**config.mk**
```make
export PLATFORM = sky130hd
export DESIGN_NAME = rot_share_arbiter_flat
export DESIGN_NICKNAME = d
export VERILOG_FILES = /design/src/rtl/rot_pkg.sv /design/src/rtl/rot_share_arbiter_if.sv /design/src/rtl/barrel_shifter.sv /design/src/rtl/rot_share_arbiter.sv /design/src/flat_wrapper.sv
export SDC_FILE = /design/constraint.sdc
export NUM_CORES = 1
export LEC_CHECK = 0
export CAP_MARGIN = 30
export CELL_PAD_IN_SITES_DETAIL_PLACEMENT = 2
export CELL_PAD_IN_SITES_GLOBAL_PLACEMENT = 2
export CORE_ASPECT_RATIO = 0.7
export CORE_UTILIZATION = 22
export DETAILED_ROUTE_END_ITERATION = 12
export PLACE_DENSITY_LB_ADDON = 0.1
export SLEW_MARGIN = 20
export SYNTH_ARGS = -nofsm -noshare
export SYNTH_HDL_FRONTEND = slang
export SYNTH_SLANG_ARGS = --single-unit
```
**constraint.sdc**
```tcl
create_clock -name clk -period 2.6 [get_ports clk]
set_input_delay 0.39 -clock clk [delete_from_list [all_inputs] [get_ports clk]]
set_output_delay 0.39 -clock clk [all_outputs]
set_load 0.005 [all_outputs]
```
**src/rtl/rot_pkg.sv**
```systemverilog
// rot_pkg: shared byte/amount types and a reference rotate for the rotator arbiter
package rot_pkg;
    localparam int ROT_W = 8;
    typedef logic [2:0] rot_amt_t;
    typedef logic [ROT_W-1:0] rot_byte_t;
    function automatic rot_byte_t rotr_ref(input rot_byte_t d, input rot_amt_t a);
        logic [2*ROT_W-1:0] w_dd;
        w_dd = {d, d} >> a;
        return w_dd[ROT_W-1:0];
    endfunction
endpackage

```
**src/rtl/rot_share_arbiter_if.sv**
```systemverilog
// rot_share_arbiter_if: requester-side and result-side handshake bundle
interface rot_share_arbiter_if
    import rot_pkg::*;
#(
    parameter int NUM_REQ = 4
);
    localparam int ID_W = $clog2(NUM_REQ);
    logic [NUM_REQ-1:0] req_valid;
    logic [NUM_REQ-1:0] req_ready;
    rot_byte_t [NUM_REQ-1:0] req_data;
    rot_amt_t [NUM_REQ-1:0] req_amt;
    logic out_valid;
    logic out_ready;
    rot_byte_t out_data;
    logic [ID_W-1:0] out_id;
    logic busy;
    modport master (
        output req_valid, req_data, req_amt, out_ready,
        input  req_ready, out_valid, out_data, out_id, busy
    );
    modport slave (
        input  req_valid, req_data, req_amt, out_ready,
        output req_ready, out_valid, out_data, out_id, busy
    );
endinterface

```
**src/rtl/barrel_shifter.sv**
```systemverilog
// barrel_shifter: 8-bit rotate-right by 0..7 in three log stages
module barrel_shifter
    import rot_pkg::*;
(
    input  rot_byte_t i_data,
    input  rot_amt_t  i_amt,
    output rot_byte_t o_data
);
    rot_byte_t w_s1, w_s2;
    assign w_s1   = i_amt[0] ? {i_data[0], i_data[7:1]} : i_data;
    assign w_s2   = i_amt[1] ? {w_s1[1:0], w_s1[7:2]} : w_s1;
    assign o_data = i_amt[2] ? {w_s2[3:0], w_s2[7:4]} : w_s2;
endmodule

```
**src/rtl/rot_share_arbiter.sv**
```systemverilog
// rot_share_arbiter: round-robin time-sharing of one byte rotator with a registered result port
module rot_share_arbiter
    import rot_pkg::*;
#(
    parameter int NUM_REQ = 4
) (
    input  logic clk,
    input  logic rst_n,
    input  logic en,
    rot_share_arbiter_if.slave bus
);
    localparam int ID_W = $clog2(NUM_REQ);
    logic [ID_W-1:0] r_rr_ptr, r_out_id, w_win;
    logic r_out_valid, w_any, w_load;
    rot_byte_t r_out_data, w_rot;
    always_comb begin
        w_win = '0;
        w_any = 1'b0;
        for (int k = 0; k < NUM_REQ; k++) begin
            if (!w_any && bus.req_valid[(int'(r_rr_ptr) + k) % NUM_REQ]) begin
                w_win = ID_W'((int'(r_rr_ptr) + k) % NUM_REQ);
                w_any = 1'b1;
            end
        end
    end
    // a full register may be refilled in the same cycle it is drained
    assign w_load        = rst_n & en & (~r_out_valid | bus.out_ready) & w_any;
    assign bus.req_ready = w_load ? (NUM_REQ'(1) << w_win) : '0;
    barrel_shifter u_rot (
        .i_data (bus.req_data[w_win]),
        .i_amt  (bus.req_amt[w_win]),
        .o_data (w_rot)
    );
    always_ff @(posedge clk) begin
        if (!rst_n) begin
            r_out_valid <= 1'b0;
            r_out_data  <= '0;
            r_out_id    <= '0;
            r_rr_ptr    <= '0;
        end else if (w_load) begin
            r_out_valid <= 1'b1;
            r_out_data  <= w_rot;
            r_out_id    <= w_win;
            r_rr_ptr    <= ID_W'((int'(w_win) + 1) % NUM_REQ);
        end else if (bus.out_ready) begin
            r_out_valid <= 1'b0;
        end
    end
    assign bus.out_valid = r_out_valid;
    assign bus.out_data  = r_out_data;
    assign bus.out_id    = r_out_id;
    assign bus.busy      = r_out_valid | (|bus.req_valid);
endmodule
```
**src/flat_wrapper.sv**
```systemverilog
// flat-port wrapper written by rule: the top's interface ports become plain ports
module rot_share_arbiter_flat import rot_pkg::*;
#(
    parameter int NUM_REQ = 4
)
  (clk, rst_n, en, bus_req_valid, bus_req_data, bus_req_amt, bus_out_ready, bus_req_ready, bus_out_valid, bus_out_data, bus_out_id, bus_busy);
  rot_share_arbiter_if #(.NUM_REQ(NUM_REQ)) bus_i ();
  input  logic clk;
  input  logic rst_n;
  input  logic en;
  input wire logic [$bits(bus_i.req_valid)-1:0] bus_req_valid;
  input wire logic [$bits(bus_i.req_data)-1:0] bus_req_data;
  input wire logic [$bits(bus_i.req_amt)-1:0] bus_req_amt;
  input wire logic [$bits(bus_i.out_ready)-1:0] bus_out_ready;
  output wire logic [$bits(bus_i.req_ready)-1:0] bus_req_ready;
  output wire logic [$bits(bus_i.out_valid)-1:0] bus_out_valid;
  output wire logic [$bits(bus_i.out_data)-1:0] bus_out_data;
  output wire logic [$bits(bus_i.out_id)-1:0] bus_out_id;
  output wire logic [$bits(bus_i.busy)-1:0] bus_busy;
  assign bus_i.req_valid = bus_req_valid;
  assign bus_i.req_data = bus_req_data;
  assign bus_i.req_amt = bus_req_amt;
  assign bus_i.out_ready = bus_out_ready;
  assign bus_req_ready = bus_i.req_ready;
  assign bus_out_valid = bus_i.out_valid;
  assign bus_out_data = bus_i.out_data;
  assign bus_out_id = bus_i.out_id;
  assign bus_busy = bus_i.busy;
  rot_share_arbiter #(.NUM_REQ(NUM_REQ)) u_core (.clk(clk), .rst_n(rst_n), .en(en), .bus(bus_i));
endmodule
```
==> impl_metrics.json <==
{
  "fin_cells": 365,
  "drtAntennaViolNets": 0,
  "synth.top_cell.area_share_pct": 18.2,
  "post-route-util_pct": 42.5,
  "core_area_sq_um": 6250,
  "clkSinkCount": 13,
  "endpoint": "u_core.bus.out_data[2]",
  "syn-cell-area_sq_um": 1430,
  "fmax_mhz": 383,
  "cp_num_cells": 13,
  "worstRegToRegCells": 11,
  "row_count": 24,
  "initial_core_util_pct": 22.9,
  "critPathBufInv": 5,
  "antenna_cells": 0,
  "yosysTopAreaCell": "dfxtp_1",
  "ir_worst_vdd_mv": 0.267,
  "dpl.hpwl_microns": 5140,
  "antenna_found_initial": 0,
  "grt_pass1_vias": 2107,
  "required_ps": 2720,
  "finalSetupViolCount": 1,
  "synth_cell_type_count": 34,
  "worstHoldPathType": "flop to flop",
  "ys_seq_area_share_pct": 18.2,
  "layout_commonest_cell": "clkdlybuf4s50_1",
  "syn_nets": 242,
  "ctsHoldBuffers": 0,
  "end_kind": "flop",
  "topRoutingLayerUsed": "met4",
  "dr.pass1.iters": 11,
  "finalMaxSlewViolations": 0,
  "cts.path.max_buffers": 2,
  "timing.final.crit_share_pct": 100,
  "fin_ws_ps": -10.9,
  "cp-startpoint": "bus_req_valid[2]",
  "async_reset_ff_share_pct": 0,
  "gp_congestion": 0.755,
  "syn_inst": 186,
  "fin_skew_ps": 5.98,
  "nets": 344,
  "wl_microns": 7400,
  "timing.rr.end": "u_core.bus.out_data[2]",
  "die_area_sq_um": 6830,
  "die_h_microns": 69.4,
  "clock_latency_ps": 250,
  "vias_per_cell": 5.42,
  "cts_buffers": 3,
  "path_max_fanout": 8,
  "grt_use_total_pct": 21.1,
  "hold_viol_final": 0,
  "critPathTopFamily": "compound AO/OA/AOI/OAI gates",
  "synth-edff-count": 0,
  "dpl.cell_count": 349,
  "drc": 1,
  "fillers": 712,
  "seq_area_sq_um": 260,
  "drive_gt1_share_pct": 23.0,
  "hold_slack_ps": 500,
  "grt_max_degree": 21,
  "root_buffer": "clkbuf_8",
  "wl_met1_microns": 3860,
  "finalSetupTns_ps": -10.9,
  "port_buffers": 67,
  "yosysWarnings": 0,
  "tritoncts": "yes",
  "final_cell_mix": "clkdlybuf4s50_1, buf_4, nand3_1, and3_1, a211o_1",
  "status": "finished, violations left",
  "synthTopCellsByArea": "dfxtp_1, a211o_1, and3_1",
  "r2r-start": "u_core.r_rr_ptr[1]",
  "syn_avg_cell_area_sq_um": 7.68,
  "vias": 1978,
  "arrival_ps": 2730,
  "grt_first_pass_wirelength_microns": 11400,
  "ys.flop_type": "dfxtp_1",
  "wl_met3_microns": 292,
  "met2_length_microns": 3200,
  "first_iter_violations": 103,
  "ys_ff_latch": 13,
  "crit_chain": "dlygate4sd2_1 -> buf_4 -> mux2i_1 -> o22ai_2 -> nor2_2 -> inv_2 -> buf_4 -> a211o_1 -> a211oi_4 -> buf_6 -> nand3_1 -> o2111ai_1 -> a21oi_1",
  "routedWlPerCell_microns": 20.3,
  "violations": "DRC, setup timing",
  "worstMarginPinSlew_ps": 474,
  "io_pins": 68,
  "power.density_nw_per_um2": 446,
  "p_leak_nw": 1.16,
  "path_common_cell": "buf_4",
  "grt_overflow": 0,
  "htree_levels": 1,
  "multiInputGateArea_sq_um": 1200,
  "cpPeakStageDelay_ps": 330,
  "layout_min_cycle_time_ps": 2610,
  "maxCapViolCount": 0,
  "area_growth_pct": 86.0,
  "r2r_slack_ps": 30,
  "cp-start-kind": "input port",
  "clk_pin_slew_ps": 60,
  "slowest_stage": "a211o_1",
  "critical_path_class": "input port to flop",
  "die_width_microns": 98.3,
  "slew_headroom_pct": 68.2
}
[state kept, by name, indices dropped and copies added, names as in the netlist]
signal,flops
u_core.bus.out_id,2
u_core.bus.out_valid,1
u_core.bus.out_data,8
u_core.r_rr_ptr,2
[synth_stat cells, drive strengths merged (2+ instances only)]
library cell and instances:
mux2i 3, nand2 11, nor2b 6, and2 4
ha 4, nand4 8, a211o 20, nand3 24
o22ai 2, nand2b 3, buf 4, o21ai 9
dfxtp 13, a211oi 7, inv 3, o2111ai 8
nor4 2, o211a 2, o211ai 8, and3 22
a21oi 9, clkbuf 7
[cell type report]
type	instances	area share (%)
sequential	13	9.79
multi-input combinational	159	45.1
tap	78	3.67
timing repair buffer	108	39.4
inverter	3	0.424
clock buffer	4	1.69
[stage by stage]
stage | power [mW] | area (sq um) | worst slack (ps)
finish | 1.19 | 2660 | -10.9
global route | 1.26 | 2660 | -105
CTS | 1.12 | 2530 | 8.96
detailed placement | 0.874 | 2390 | -324
global placement | 0.867 | 2390 | -256
floorplan | 0.570 | 1430 | 350
[where the power goes]
part | internal [mW] | switching [mW]
Clock | 0.108 | 0.0761
Combinational | 0.383 | 0.390
Sequential | 0.216 | 0.0115
Total | 0.708 | 0.477
[tightest hold or removal path, cell delays in order (launching register included)]
cell,delay [ps]
dfxtp_1,310
nand2b_1,60
a21boi_0,80
[cell families after synthesis]
group	Yosys count	share of synthesized area (%)
compound gates	69	38.7
fa+ha+maj	4	3.50
buf+inv	14	4.47
flops	13	18.2
mux	3	2.10
simple gates	83	33.0
[worst min path at each step]
stage                              start                   end  cells past startpoint
finish              u_core.bus.out_id[0]  u_core.bus.out_id[0]                      2
global route        u_core.bus.out_id[0]  u_core.bus.out_id[0]                      2
CTS                 u_core.bus.out_id[0]  u_core.bus.out_id[0]                      2
detailed placement  u_core.bus.out_id[0]  u_core.bus.out_id[0]                      2
global placement    u_core.bus.out_id[0]  u_core.bus.out_id[0]                      2
floorplan           u_core.bus.out_id[0]  u_core.bus.out_id[0]                      2
[what timing repair did]
item                                    CTS  global route
buffers inserted                          6             6
pin swaps                                 9            28
gates resized for setup                  15            19
endpoints found under the setup margin    9            10
[metal layers]
layer / vias up / GRT usage (%)
li1: 948 / -
met1: 973 / 32.2
met2: 53 / 31.7
met3: 4 / 3.53
met4: 0 / 2.32
met5: - / 0
(Power assumes the default switching activity.)
==> RTL change (config.mk and constraints unchanged) <==
Make the reset (`rst_n`) asynchronous in one clocked block.
--- a/src/rtl/rot_share_arbiter.sv
+++ b/src/rtl/rot_share_arbiter.sv
@@ -33,3 +33,3 @@
     );
-    always_ff @(posedge clk) begin
+    always_ff @(posedge clk or negedge rst_n) begin
         if (!rst_n) begin
Check against the original RTL: differs if rst_n is asserted again (counterexample within 4 cycles, from zero or initial values and one cycle with rst_n low); with rst_n held inactive, the same outputs for 4 cycles.
==> RTL change against the unedited design <==
- worst setup slack better by 74 ps
- sequential cell count unchanged
- sequential share of layout area rose by 1.9 points
- routed wire length is 1.8% higher
- design area up 5.3%
- largest cell class unchanged
- area after synthesis grew 14%
- highest routed layer unchanged
Power is not compared: it rests on default switching activity, and its combinational part moved more than twofold at a synthesized area within 25%.
==> RTL change: results (changes against the unedited design) <==
[critical_path]
regToRegSetupSlack_ps = 70  ; +40 ps
crit_path_max_fanout = 10  ; +2
cp.arrival_ps = 2670  ; -60 ps

[logic_synthesis]
async_reset_ff_share_pct = 100  ; +100 points
synth_area_leaders = dfrtp_1 20%, nand3_1 8.0%, mux2_2 6.9%
muxShareOfSynthArea_pct = 6.94  ; +4.8 points
synth_fa_ha_area_share_pct = 3.08  ; -0.42 points
synth_cell_type_count = 40  ; +18%
synth_compound_area_share_pct = 31.0  ; -7.7 points
syn-num-nets = 265  ; +9.5%
synth_xor_area_share_pct = 0  ; unchanged
yosysSeqAreaShare_pct = 20.0  ; +1.8 points
synth_warnings = 0  ; unchanged
synthTopCellsByCount = 26 x nand3_1, 23 x nand2_1, 16 x o22ai_1

[power]
peakVddDrop_v = 0.000275

[finish]
syn_to_final_growth_pct = 72.4
fill_cells = 815  ; +14%
final_layout_size_suffix_gt1_share_pct = 29.5  ; +6.5 points
fin_nets = 365  ; +6.1%
largest_reg_flops = 8  ; unchanged
diodes = 0  ; unchanged

[timing]
min_period_over_period_pct = 97.6  ; -2.8 points
whs_ps = 492  ; -8.74 ps
skew_ps = 8.38  ; +2.40 ps
max_slew_margin_pct = 72.0  ; +3.8 points

[route]
drt_iter0_markers = 67  ; -35%
avgViaCountPerCell = 5.30  ; -2.3%
routed_wl_um = 7530  ; +1.8%
dr.pass1.iters = 4  ; -7

[placed_design]
dpl_cell_area_um2 = 2650  ; +11%
dp_hpwl_um = 6110  ; +19%
io_buffers = 67  ; unchanged
dp_slack_ps = -498  ; -173 ps
globalplace.congestion = 0.803  ; +6.3%

[cts]
cts_max_level = 1  ; unchanged
worstSkewPairLatency_ps = 250  ; about the same
clockBufferDepth = 2  ; unchanged
path_clk_slew_ps = 60  ; about the same

[global_routing]
grt_use_total_pct = 20.0  ; -1.2 points
grt_pass1_wl_um = 11900  ; +4.9%
grt_pass1_vias = 2230  ; +5.8%
grt_max_degree = 25  ; +19%
grt_antenna_before_repair = 0  ; unchanged

[run_status]
outcome = complete, no violations

-- RTL change: per-stage QoR --
stage,setup TNS [ps],cells
2_1_floorplan,0,209
3_3_place_gp,-3980,393
3_5_place_dp,-5510,393
4_1_cts,0,401
5_1_grt,-4.14,402
6_report,0,402
-- RTL change: path summary, 6_finish.rpt --
| kind | depth (start not counted) | startpoint | to |
|---|---|---|---|
| worst max-delay path | 10 | bus_req_valid[2] | u_core.bus.out_data[5] |
| worst min-delay path | 2 | u_core.bus.out_data[7] | u_core.bus.out_data[7] |
| worst max register to register | 9 | u_core.r_rr_ptr[0] | u_core.bus.out_data[5] |
| worst min register to register | 2 | u_core.bus.out_data[7] | u_core.bus.out_data[7] |
| max in group asynchronous | 2 | rst_n | u_core.r_rr_ptr[0] |
| min in group asynchronous | 2 | rst_n | u_core.bus.out_id[1] |
-- RTL change: critical path, stage by stage --
cell	delay (ps)
clkdlybuf4s15_1	210
nor2b_4	160
or4b_4	570
buf_4	160
buf_4	160
nand3_1	130
a32oi_4	200
mux2_2	370
o22ai_1	230
o31ai_2	90
-- RTL change: where the power goes --
group	switching (W)	leakage (nW)	internal, W
Clock	0.0000812	0.0228	0.000109
Sequential	0.0000742	0.157	0.000295
Combinational	0.00113	0.978	0.00109
-- RTL change: kinds of logic (layout without fill, tap and decap cells) --
| logic type | Yosys count | in the layout |
|---|---|---|
| adder cells (fa/ha/maj) | 4 | 4 |
| buffers and inverters | 25 | 124 |
| multiplexers | 10 | 10 |
| AND/OR/NAND/NOR | 93 | 93 |
| flip-flops | 13 | 13 |
| AO/OA/AOI/OAI | 64 | 64 |
-- RTL change: layout make-up --
type	count	share of cell area (%)
repair buffers	114	36.3
flip-flops and latches	13	11.7
inverters	6	0.805
clock buffers	4	1.61
well taps	94	4.20
multi-input cells	171	45.3
-- RTL change: per-layer routing --
layer	up-vias	global-route usage, %	part of all wire [%]
met3	4	3.37	5.6
li1	1015	-	-
met5	-	0	0
met1	1063	26.7	46
met4	0	1.88	0.37
met2	47	35.1	48
-- RTL change: what timing repair did --
action | CTS | global route
setup buffers | 4 | 1
resized for setup | 18 | 19
pin swaps | 3 | 4
endpoints found under the setup margin | 13 | 11
endpoints found under the hold margin | 0 | 0
